`config.mk`:
```
export PLATFORM = sky130hd
export DESIGN_NAME = trigger_capture_flat
export DESIGN_NICKNAME = d
export VERILOG_FILES = /design/src/rtl/trigger_capture_if.sv /design/src/rtl/trigger_capture.sv /design/src/flat_wrapper.sv
export SDC_FILE = /design/constraint.sdc
export NUM_CORES = 1
export LEC_CHECK = 0
export ABC_AREA = 1
export CELL_PAD_IN_SITES_DETAIL_PLACEMENT = 1
export CELL_PAD_IN_SITES_GLOBAL_PLACEMENT = 2
export CORE_MARGIN = 2
export CORE_UTILIZATION = 35
export CTS_BUF_LIST = sky130_fd_sc_hd__clkbuf_2 sky130_fd_sc_hd__clkbuf_4 sky130_fd_sc_hd__clkbuf_8
export CTS_CLUSTER_DIAMETER = 120
export DETAILED_ROUTE_END_ITERATION = 6
export PLACE_DENSITY = 0.89
export SYNTH_ARGS = -nofsm -noshare
export SYNTH_HDL_FRONTEND = slang
export SYNTH_SLANG_ARGS = --single-unit
```
`constraint.sdc`:
```
create_clock -name clk -period 3.6 [get_ports clk]
set_input_delay 0.72 -clock clk [delete_from_list [all_inputs] [get_ports clk]]
set_output_delay 0.72 -clock clk [all_outputs]
set_load 0.005 [all_outputs]
```
`src/rtl/trigger_capture_if.sv`:
```
// Sample-stream, trigger-control and waveform-RAM write bus for trigger_capture.
interface trigger_capture_if #(
   parameter int DATA_W = 12,
   parameter int ADDR_W = 10
);
   logic [DATA_W-1:0] sample_in;
   logic              sample_valid;
   logic [DATA_W-1:0] trig_level;
   logic              trig_slope;
   logic              arm;
   logic              wr_en;
   logic [ADDR_W-1:0] wr_addr;
   logic [DATA_W-1:0] wr_data;
   logic [ADDR_W-1:0] start_addr;
   logic [1:0]        state;
   logic              done;
   logic              auto_fired;

   modport master (
      output sample_in, sample_valid, trig_level, trig_slope, arm,
      input  wr_en, wr_addr, wr_data, start_addr, state, done, auto_fired
   );

   modport slave (
      input  sample_in, sample_valid, trig_level, trig_slope, arm,
      output wr_en, wr_addr, wr_data, start_addr, state, done, auto_fired
   );
endinterface

```
`src/rtl/trigger_capture.sv`:
```
// Hysteresis level trigger writing one pre/post-trigger frame into a circular RAM.
// Define AUTO_TRIG_EN to add the forced-trigger timeout (AUTO_TIMEOUT valid samples in ARMED).
module trigger_capture #(
   parameter int DATA_W  = 12,
   parameter int ADDR_W  = 10,
   parameter int PRETRIG = 128,
   parameter int HYST    = 16
`ifdef AUTO_TRIG_EN
   ,
   parameter int AUTO_TIMEOUT = 4096
`endif
) (
   input logic              clk,
   input logic              reset,
   trigger_capture_if.slave bus
);

   localparam int DEPTH = 2**ADDR_W;
   localparam logic [ADDR_W-1:0] ONE_A    = ADDR_W'(1);
   localparam logic [ADDR_W-1:0] PRE_A    = ADDR_W'(PRETRIG);
   localparam logic [ADDR_W-1:0] PRE_LAST = ADDR_W'(PRETRIG - 1);
   localparam logic [ADDR_W-1:0] POST_N   = ADDR_W'(DEPTH - PRETRIG - 1);
   localparam logic [DATA_W:0]   HYST_X   = (DATA_W+1)'(HYST);

   typedef enum logic [1:0] {
      S_IDLE    = 2'b00,
      S_PREFILL = 2'b01,
      S_ARMED   = 2'b10,
      S_POST    = 2'b11
   } state_t;

   state_t            r_state;
   logic [ADDR_W-1:0] r_wptr;
   logic [ADDR_W-1:0] r_pre_cnt;
   logic [ADDR_W-1:0] r_post_cnt;
   logic [ADDR_W-1:0] r_wr_addr;
   logic [ADDR_W-1:0] r_start_addr;
   logic [DATA_W-1:0] r_wr_data;
   logic              r_wr_en;
   logic              r_done;
   logic              r_flag;

   logic [DATA_W:0]   w_lo_x;
   logic [DATA_W:0]   w_hi_x;
   logic [DATA_W-1:0] w_lo;
   logic [DATA_W-1:0] w_hi;
   logic              w_flag_set;
   logic              w_level_hit;
   logic              w_real_trig;
   logic              w_trig;
   logic              w_write;

`ifdef AUTO_TRIG_EN
   localparam int AUTO_W = $clog2(AUTO_TIMEOUT + 1);
   localparam logic [AUTO_W-1:0] AUTO_LAST = AUTO_W'(AUTO_TIMEOUT - 1);

   logic [AUTO_W-1:0] r_auto_cnt;
   logic              r_auto_fired;
   logic              w_force;
`endif

   always_comb begin
      // Thresholds computed one bit wider so the band saturates instead of wrapping.
      w_lo_x = {1'b0, bus.trig_level} - HYST_X;
      w_hi_x = {1'b0, bus.trig_level} + HYST_X;
      w_lo   = w_lo_x[DATA_W] ? '0 : w_lo_x[DATA_W-1:0];
      w_hi   = w_hi_x[DATA_W] ? '1 : w_hi_x[DATA_W-1:0];
      if (bus.trig_slope) begin
         w_flag_set  = bus.sample_in > w_hi;
         w_level_hit = bus.sample_in <= bus.trig_level;
      end else begin
         w_flag_set  = bus.sample_in < w_lo;
         w_level_hit = bus.sample_in >= bus.trig_level;
      end
      w_real_trig = r_flag && w_level_hit;
`ifdef AUTO_TRIG_EN
      w_force = !w_real_trig && (r_auto_cnt == AUTO_LAST);
      w_trig  = w_real_trig || w_force;
`else
      w_trig  = w_real_trig;
`endif
      w_write = bus.sample_valid && !bus.arm &&
                ((r_state == S_PREFILL) || (r_state == S_ARMED) ||
                 ((r_state == S_POST) && !r_done && (r_post_cnt != '0)));
   end

   always_ff @(posedge clk or negedge reset) begin
      if (!reset) begin
         r_state      <= S_IDLE;
         r_wptr       <= '0;
         r_pre_cnt    <= '0;
         r_post_cnt   <= '0;
         r_wr_addr    <= '0;
         r_start_addr <= '0;
         r_wr_data    <= '0;
         r_wr_en      <= 1'b0;
         r_done       <= 1'b0;
         r_flag       <= 1'b0;
`ifdef AUTO_TRIG_EN
         r_auto_cnt   <= '0;
         r_auto_fired <= 1'b0;
`endif
      end else begin
         r_wr_en <= w_write;
         if (w_write) begin
            r_wr_addr <= r_wptr;
            r_wr_data <= bus.sample_in;
            r_wptr    <= r_wptr + ONE_A;
         end
         if (bus.arm) begin
            r_state   <= S_PREFILL;
            r_pre_cnt <= '0;
            r_flag    <= 1'b0;
            r_done    <= 1'b0;
`ifdef AUTO_TRIG_EN
            r_auto_cnt   <= '0;
            r_auto_fired <= 1'b0;
`endif
         end else begin
            case (r_state)
               S_PREFILL: begin
                  if (bus.sample_valid) begin
                     r_pre_cnt <= r_pre_cnt + ONE_A;
                     if (r_pre_cnt == PRE_LAST) r_state <= S_ARMED;
                  end
               end
               S_ARMED: begin
                  if (bus.sample_valid) begin
                     if (w_flag_set) r_flag <= 1'b1;
`ifdef AUTO_TRIG_EN
                     r_auto_cnt <= r_auto_cnt + AUTO_W'(1);
`endif
                     if (w_trig) begin
                        r_state      <= S_POST;
                        r_start_addr <= r_wptr - PRE_A;
                        r_post_cnt   <= POST_N;
`ifdef AUTO_TRIG_EN
                        r_auto_cnt   <= '0;
                        r_auto_fired <= w_force;
`endif
                     end
                  end
               end
               S_POST: begin
                  // done rises the cycle after the final write strobe is presented
                  if (!r_done) begin
                     if (r_post_cnt == '0) r_done <= 1'b1;
                     else if (bus.sample_valid) r_post_cnt <= r_post_cnt - ONE_A;
                  end
               end
               default: ;
            endcase
         end
      end
   end

   assign bus.wr_en      = r_wr_en;
   assign bus.wr_addr    = r_wr_addr;
   assign bus.wr_data    = r_wr_data;
   assign bus.start_addr = r_start_addr;
   assign bus.state      = r_state;
   assign bus.done       = r_done;
`ifdef AUTO_TRIG_EN
   assign bus.auto_fired = r_auto_fired;
`else
   assign bus.auto_fired = 1'b0;
`endif

endmodule
```
`src/flat_wrapper.sv`:
```
// flat-port wrapper written by rule: the top's interface ports become plain ports
module trigger_capture_flat 
#(
   parameter int DATA_W  = 12,
   parameter int ADDR_W  = 10,
   parameter int PRETRIG = 128,
   parameter int HYST    = 16

)
  (clk, reset, bus_sample_in, bus_sample_valid, bus_trig_level, bus_trig_slope, bus_arm, bus_wr_en, bus_wr_addr, bus_wr_data, bus_start_addr, bus_state, bus_done, bus_auto_fired);
  trigger_capture_if #(.DATA_W(DATA_W), .ADDR_W(ADDR_W)) bus_i ();
  input logic clk;
  input logic reset;
  input wire logic [$bits(bus_i.sample_in)-1:0] bus_sample_in;
  input wire logic [$bits(bus_i.sample_valid)-1:0] bus_sample_valid;
  input wire logic [$bits(bus_i.trig_level)-1:0] bus_trig_level;
  input wire logic [$bits(bus_i.trig_slope)-1:0] bus_trig_slope;
  input wire logic [$bits(bus_i.arm)-1:0] bus_arm;
  output wire logic [$bits(bus_i.wr_en)-1:0] bus_wr_en;
  output wire logic [$bits(bus_i.wr_addr)-1:0] bus_wr_addr;
  output wire logic [$bits(bus_i.wr_data)-1:0] bus_wr_data;
  output wire logic [$bits(bus_i.start_addr)-1:0] bus_start_addr;
  output wire logic [$bits(bus_i.state)-1:0] bus_state;
  output wire logic [$bits(bus_i.done)-1:0] bus_done;
  output wire logic [$bits(bus_i.auto_fired)-1:0] bus_auto_fired;
  assign bus_i.sample_in = bus_sample_in;
  assign bus_i.sample_valid = bus_sample_valid;
  assign bus_i.trig_level = bus_trig_level;
  assign bus_i.trig_slope = bus_trig_slope;
  assign bus_i.arm = bus_arm;
  assign bus_wr_en = bus_i.wr_en;
  assign bus_wr_addr = bus_i.wr_addr;
  assign bus_wr_data = bus_i.wr_data;
  assign bus_start_addr = bus_i.start_addr;
  assign bus_state = bus_i.state;
  assign bus_done = bus_i.done;
  assign bus_auto_fired = bus_i.auto_fired;
  trigger_capture #(.DATA_W(DATA_W), .ADDR_W(ADDR_W), .PRETRIG(PRETRIG), .HYST(HYST)) u_core (.clk(clk), .reset(reset), .bus(bus_i));
endmodule
```
-- After elaboration in Yosys (flattened, before gate mapping)
Index checks and enable logic that the tools add are counted.
- memories kept: 0
- bits in latches: 0
- word-level logic and storage cells: 84
- bits in read-only memories: 0
- register bits after elaboration: 67
- RAM bits: 0
- order comparisons: 4
- eq/ne operators: 13
- reductions and logical operators: 23
- mux-type cells: 27
- add/sub/neg operators: 6
- divide/modulo/power cells: 0
- shift-type cells: 0
- bitwise gates (word level): 1
- multipliers: 0
- operators by type and width (kind ; number):
    $mux W10 ; 8
    $mux W12 ; 2
    $add A10 B1 Y10 const B ; 2
    $pmux W10 S2 ; 1
    $add A12 B5 Y13 const B ; 1
    $sub A12 B5 Y13 const B ; 1
    $ge A12 B12 Y1 ; 1
    $gt A12 B12 Y1 ; 1
    $le A12 B12 Y1 ; 1
    $lt A12 B12 Y1 ; 1
    $reduce_bool A2 Y1 ; 6
    $eq A10 B7 Y1 const B ; 1
    $logic_not A10 Y1 ; 1
    $mux W1 ; 10
    $mux W2 ; 5
    $reduce_bool A10 Y1 ; 1
    $sub A10 B1 Y10 const B ; 1
    $sub A10 B8 Y10 const B ; 1
    $ne A3 B3 Y1 const B ; 3
    $ne A2 B2 Y1 const B ; 4
    $reduce_and A7 Y1 ; 1
    $logic_and A1 B1 Y1 ; 5
    $reduce_and A5 Y1 ; 1
    $eq A2 B2 Y1 const B ; 2
    other kinds (11) ; 13

-- Logic depth before layout (Yosys ltp)
Gate-level depths: netlist of the first run.
- depth after elaboration: 8
- gate-level depth with buffers: 19

-- Least setup slack after synthesis of the first run
Ideal clock, no wire load.
- kind: input-to-reg
- start point: input bus_trig_level[9]
- end point: register u_core.r_flag
- buffers on the path: 1
- arrival time: 2.596 ns
- path slack: 0.887 ns
- stages on the path: 17
- required time: 3.483 ns
- library setup time: 0.117 ns
- cell sequence: buf_2 inv_1 nor3_1 inv_1 nor2_1 inv_1 nor2_2 nor2_1 ha_1 a21oi_1 o21ai_0 nor2_1 nand3_1 a31oi_1 nand2_1 nand3_1 nand2_1
- longest elaborated chain between the ends: 6
- ends and longest elaborated chain (what ; line ; RTL):
    start, declared ; flat_wrapper.sv:16 ; input wire logic [$bits(bus_i.trig_level)-1:0] bus_trig_level;
    $sub A12 B5 Y13 / $add A12 B5 Y13 (equally long branches) ; trigger_capture.sv:64, trigger_capture.sv:65 ;
    $mux W12 (on tied branches) ; trigger_capture.sv:66, trigger_capture.sv:67 ;
    $lt A12 B12 Y1 / $gt A12 B12 Y1 (equally long branches) ; trigger_capture.sv:72, trigger_capture.sv:69 ;
    $mux W1 (*) ; trigger_capture.sv:68 ; if (bus.trig_slope) begin
    $reduce_bool A2 Y1 (no source line) (*) ; - ;
    $reduce_and A3 Y1 (no source line) (*) ; - ;
    end signal, assigned ; trigger_capture.sv:98 ; r_flag <= 1'b0;
    end signal, assigned ; trigger_capture.sv:113 ; r_flag <= 1'b0;
    end signal, assigned ; trigger_capture.sv:129 ; if (w_flag_set) r_flag <= 1'b1;
    end, declared ; trigger_capture.sv:41 ; logic r_flag;
Every way passes the cells marked *; elsewhere a longest branch is shown, timed or not.
A chain may end at the register's enable or synchronous reset.

-- Worst setup path after layout of the first run
- start point: input bus_trig_level[5]
- end point: register u_core.r_flag
The elaborated chain is that of the path after synthesis.

==> results of run 1 <==
[area by class of cell]
class	count	area, um^2
tap	168	210
sequential	67	1680
timing repair buffer	71	688
clock buffer	11	151
fill	1515	6690
clock inverter	5	61.3
inverter	66	248
multi-input combinational	406	2330
[worst max-delay path by stage]
stage,start,endpoint,slack [ns],cells past startpoint
final,bus_trig_level[5],u_core.r_flag,0.35,18
after CTS,bus_trig_level[5],u_core.r_flag,0.28,18
after floorplan,bus_trig_level[9],u_core.r_flag,0.89,17
after global placement,bus_trig_level[5],u_core.r_flag,0.11,19
after global routing,bus_trig_level[5],u_core.r_flag,0.03,17
after detailed placement,bus_trig_level[5],u_core.r_flag,-0.09,18
[routing by layer]
| metal | share of wire [%] | up-vias | GRT usage (%) |
|---|---|---|---|
| li1 | - | 1932 | - |
| met3 | 2.6 | 12 | 3.32 |
| met2 | 49 | 64 | 32.3 |
| met1 | 47 | 1895 | 23.3 |
| met4 | 1.4 | 0 | 5.54 |
| met5 | 0 | - | 0 |
[power by group through the flow]
stage / Sequential, uW / Clock, uW / Combinational (uW)
final: 1270 / 663 / 1380
after global routing: 1320 / 714 / 1580
after CTS: 1270 / 679 / 1410
after detailed placement: 1290 / 0 / 1400
after global placement: 1270 / 0 / 1350
after floorplan: 1260 / 0 / 785
[sequential cells by signal, indices dropped and copies added, names as in the netlist]
signal and flops:
u_core.bus.wr_addr 10, u_core.bus.start_addr 10, u_core.bus.wr_en 1, u_core.r_flag 1, u_core.bus.done 1, u_core.r_wptr 10, u_core.r_pre_cnt 10, u_core.r_post_cnt 10
u_core.bus.state 2, u_core.bus.wr_data 12
[critical path, cell delays in order]
cell and delay, ns:
clkdlybuf4s50_1 0.50, ha_1 0.17, nand2_1 0.09, nor3_1 0.23, inv_1 0.06, nor2_1 0.13, inv_1 0.11, nor2_4 0.21
nor2_1 0.09, ha_1 0.30, a21oi_1 0.19, o21ai_0 0.12, nor2_1 0.11, nand3_1 0.08, a31oi_1 0.14, nand2_1 0.09
nand3_1 0.07, nand2_1 0.06
[cells by family after synthesis]
| family | Yosys count | synth area share [%] |
|---|---|---|
| xor gates and xnor gates | 19 | 3.85 |
| and+or+nand+nor | 258 | 25.9 |
| other | 1 | 0.0866 |
| adders and majority gates | 45 | 13.0 |
| AOI/OAI and AO/OA | 83 | 10.9 |
| DFF | 67 | 38.7 |
| buffers and inverters | 77 | 7.49 |
[cell usage in the layout, fill, tap and decap left out, drive strengths merged, types with 9 or more instances in the layout]
master	n
dfrtp	67
nand4	9
nor3	12
o21ai	46
nand3	29
clkdlybuf4s50	63
a21oi	29
ha	45
nor2	46
xor2	15
nand2	157
inv	65
clkbuf	11
[per-stage QoR]
| step | setup TNS [ns] | instances |
|---|---|---|
| 5_1_grt | 0 | 794 |
| 3_5_place_dp | -0.0941 | 778 |
| 4_1_cts | 0 | 794 |
| 6_report | 0 | 794 |
| 2_1_floorplan | 0 | 550 |
| 3_3_place_gp | 0 | 778 |
==> results.json, run 1 <==
{
  "outcome": "complete, no violations",
  "gp_congestion": 0.874,
  "start_util_pct": 35.9,
  "fin_nets": 695,
  "place_hpwl_um": 8970,
  "path_clk_slew_ns": 0.07,
  "hold_buffers": 0,
  "cp_max_fo": 9,
  "whs_ns": 0.411,
  "combPwrFrac_pct": 41.7,
  "synth_nets": 624,
  "syn_to_final_growth_pct": 24.0,
  "worstSetupPathType": "input port to flop",
  "cp-start-kind": "input port",
  "cts_tree": "done",
  "core_area_um2": 12100,
  "synth_edf_count": 0,
  "portBuffers": 64,
  "insertion_delay_ns": 0.35,
  "die_area_um2": 13300,
  "synth.distinct_cells": 37,
  "cap_violations": 0,
  "fin_area_um2": 5370,
  "internal_power_uw": 2080,
  "firstDrtPassIters": 5,
  "drcViolationCount": 0,
  "rsz0062_at_grt": "false",
  "r2r_cells": 13,
  "power.leakage_uw": 0.00264,
  "r2r-start": "u_core.r_post_cnt[0]",
  "seqPwrFrac_pct": 38.3,
  "maxSlewViolCount": 0,
  "antenna_found_initial": 0,
  "gr-total-overflow": 0,
  "wirelength_um": 11400,
  "ys_top_cells_by_count": "nand2_1, dfrtp_1, inv_1",
  "hold_path.class": "input port to asynchronous set/reset pin",
  "clock_sinks": 67,
  "ir_drop_v": 0.000181,
  "worst_slew_pin_slew_ns": 0.688,
  "synth-async-reset-ratio_pct": 100,
  "cts_root_buf": "clkbuf_8",
  "drive_above_1_share_pct": 8.79,
  "cp_data_arrival_time_ns": 3.50,
  "die_w_um": 115,
  "ant_nets": 0,
  "dieHeight_um": 115,
  "fin_skew_ns": 0.0113,
  "cts_setup_buffers": 0,
  "row_count": 40,
  "reg2reg_to": "u_core.r_wptr[9]",
  "post-route-util_pct": 44.5,
  "grt_pass1_vias": 4142,
  "setup_violations": 0,
  "synth-seq-cells": 67,
  "total_power_uw": 3320,
  "switching_share_pct": 37.2,
  "ys_seq_area_share_pct": 38.7,
  "end_kind": "flop",
  "yosys.area.top_type_share_pct": 38.7,
  "reg2reg_slack_ns": 1.54,
  "place_ws_ns": -0.0941,
  "ys.flop_type": "dfrtp_1",
  "slew_headroom_pct": 54.1,
  "track_usage_pct": 18.5,
  "netlist_area_um2": 4330,
  "drt-initial-drc-count": 130,
  "vias": 3903,
  "clock_path_buffers": 2,
  "finalCriticalPeriod_ns": 3.25,
  "clkPwrFrac_pct": 20.0,
  "grt_pass1_wl_um": 19600,
  "finalHoldViolations": 0,
  "synth.most_common_cell": "nand2_1",
  "ios": 66,
  "setup_ws_ns": 0.349,
  "avgSynthCellArea_um2": 7.87,
  "h-tree-depth": 3,
  "viasPerCell": 4.92,
  "synth.yosys.warnings": 0,
  "fin_crit_sh_pct": 90.3,
  "syn_inst": 550,
  "power_switching_uw": 1230,
  "grt_max_degree": 35,
  "fmaxAchievable_mhz": 308,
  "dpl_cell_area_um2": 5150,
  "antennaDiodeCount": 0,
  "numCtsBuffers": 9,
  "critPathRequiredTime_ns": 3.84,
  "synth.largest_area_cell": "dfrtp_1",
  "yosys-top-cells-area": "dfrtp_1, nand2_1, ha_1",
  "cts_resized": 0,
  "wl_per_cell_um": 14.3,
  "p_per_area_nw_per_um2": 618
}
(Power assumes the default switching activity.)
==> run 2: changes to the inputs <==
CELL_PAD_IN_SITES_DETAIL_PLACEMENT = not set   (was 1)
CELL_PAD_IN_SITES_GLOBAL_PLACEMENT = not set   (was 2)
CORE_UTILIZATION = 61   (was 35)
PLACE_DENSITY = 0.91   (was 0.89)
==> run 2 against run 1 <==
  * Critical path depth up 2
  * Maximum frequency up 2.4%
  * Setup slack better by 0.077 ns
  * First-iteration DRC count up 32%
  * Clock skew up 0.0022 ns
  * Die area down 41%
  * Power down 4.2%
  * Worst hold slack worse by 0.0045 ns
==> results.json, run 2 (synthesis results as in run 1) <==
{
  "outcome": "complete, no violations",
  "start_util_pct": 63.4,
  "layout_common_cells": "nand2_1, dfrtp_1, clkdlybuf4s50_1, inv_1, ha_1",
  "ant_nets": 0,
  "firstDrtPassIters": 5,
  "numCtsBuffers": 9,
  "track_usage_pct": 26.4,
  "fin_crit_sh_pct": 88.2,
  "drcViolationCount": 0,
  "fill_cells": 515,
  "cp-start-kind": "input port",
  "drt-initial-drc-count": 171,
  "clkPwrFrac_pct": 17.1,
  "cap_violations": 0,
  "place_ws_ns": 0.0108,
  "setup_violations": 0,
  "multi_input_area_um2": 2330,
  "h-tree-depth": 3,
  "final_common_cell": "nand2_1",
  "slew_headroom_pct": 55.9,
  "clock_sinks": 67,
  "hold_buffers": 0,
  "worstSetupEndpoint": "u_core.r_flag",
  "finalHoldViolations": 0,
  "dpl.cell_count": 705,
  "dieHeight_um": 88.2,
  "critPathRequiredTime_ns": 3.84,
  "seqPwrFrac_pct": 40.0,
  "insertion_delay_ns": 0.34,
  "startpoint": "bus_trig_level[4]",
  "cp_data_arrival_time_ns": 3.41,
  "cp_max_fo": 8,
  "power_switching_uw": 1190,
  "row_count": 30,
  "grt_max_degree": 35,
  "die_w_um": 88.2,
  "finalCriticalPeriod_ns": 3.17,
  "drive_above_1_share_pct": 8.49,
  "power.leakage_uw": 0.00262,
  "worst_slew_pin_slew_ns": 0.660,
  "combPwrFrac_pct": 42.9,
  "cts_root_buf": "clkbuf_8",
  "largest_reg_flops": 12,
  "wl_per_cell_um": 13.2,
  "worstSetupPathType": "input port to flop",
  "ff_latch_area_um2": 1680,
  "syn_to_final_growth_pct": 20.7,
  "ios": 66,
  "gp_congestion": 0.935,
  "reg2reg_to": "u_core.r_wptr[9]",
  "cts_resized": 0,
  "vias": 3911,
  "p_per_area_nw_per_um2": 608,
  "antennaDiodeCount": 0,
  "gr-total-overflow": 0,
  "die_area_um2": 7780,
  "rsz0062_at_grt": "false",
  "r2r_cells": 13,
  "layout.cells.non_filler": 720,
  "reg2reg_slack_ns": 1.56,
  "end_kind": "flop",
  "ir_drop_v": 0.000232,
  "fmaxAchievable_mhz": 315,
  "place_hpwl_um": 7350,
  "clock_path_buffers": 2,
  "cts_setup_buffers": 0,
  "fin_nets": 694,
  "wirelength_um": 9490,
  "path_clk_slew_ns": 0.07,
  "cts_tree": "done",
  "switching_share_pct": 37.5,
  "maxSlewViolCount": 0,
  "internal_power_uw": 1980,
  "portBuffers": 64,
  "antenna_found_initial": 0,
  "grt_pass1_vias": 3773,
  "r2r-start": "u_core.r_post_cnt[1]",
  "finalSetupTns_ns": 0,
  "core_area_um2": 6830,
  "fin_skew_ns": 0.0135,
  "viasPerCell": 5.43,
  "hold_path.class": "input port to asynchronous set/reset pin",
  "grt_pass1_wl_um": 16100,
  "setup_ws_ns": 0.426
}
## run 2: area by class of cell
type                            instances  area share (%)
Clock buffer                           10            2.63
Clock inverter                          5           0.575
Inverter                               66            4.74
Multi-Input combinational cell        406            44.6
Sequential cell                        67            32.1
Tap cell                               96            2.30
Timing Repair Buffer                   70            13.0
## run 2: how the worst min path moves through the flow
stage	cells past startpoint	slack [ns]	start	endpoint
3_3_place_gp	1	0.46	u_core.r_pre_cnt[9]	u_core.r_pre_cnt[9]
5_1_grt	1	0.47	reset	u_core.bus.wr_addr[2]
4_1_cts	1	0.42	reset	u_core.bus.wr_addr[4]
6_report	1	0.41	reset	u_core.bus.start_addr[5]
2_1_floorplan	0	0.42	reset	u_core.bus.done
3_5_place_dp	2	0.46	u_core.bus.wr_data[5]	u_core.bus.wr_data[5]
## run 2: power by group through the flow
stage	logic [uW]	clock network [uW]	registers, uW
2_1_floorplan	785	0	1260
3_3_place_gp	1300	0	1270
3_5_place_dp	1360	0	1280
4_1_cts	1370	549	1270
5_1_grt	1550	580	1310
6_report	1360	543	1270
## run 2: critical path, stage by stage
cell,delay [ns]
clkdlybuf4s50_1,0.42
inv_1,0.21
ha_1,0.24
nand2_1,0.10
nor2_2,0.15
inv_1,0.07
nor3_1,0.18
o21ai_0,0.11
o21ai_0,0.11
ha_1,0.29
nand2_1,0.06
inv_1,0.04
nand3_1,0.13
inv_1,0.06
a21oi_1,0.15
nand3_1,0.10
nand2_1,0.09
nand2_1,0.06
nand2_1,0.06
nand2_1,0.04
## run 2: per-stage QoR
stage	utilization [%]	total power (uW)	hold WS, ns	cell area (um^2)
5_1_grt	76.5	3430	0.466	5230
4_1_cts	76.4	3190	0.421	5220
3_5_place_dp	74.0	2640	0.464	5050
2_1_floorplan	-	2040	0.424	4330
6_report	76.5	3180	0.406	5230
3_3_place_gp	74.0	2570	0.459	5050
## run 2: routing by layer
layer	wire, um	global-route usage (%)
met1	4210	33.2
met3	380	5.69
met2	4600	44.0
met4	297	11.6
met5	0	0
==> run 3: changes to the inputs <==
SETUP_SLACK_MARGIN = 0.02   (was not set)
==> results of run 3 <==
Final layout, timing and power as in run 2 (identical DEF).
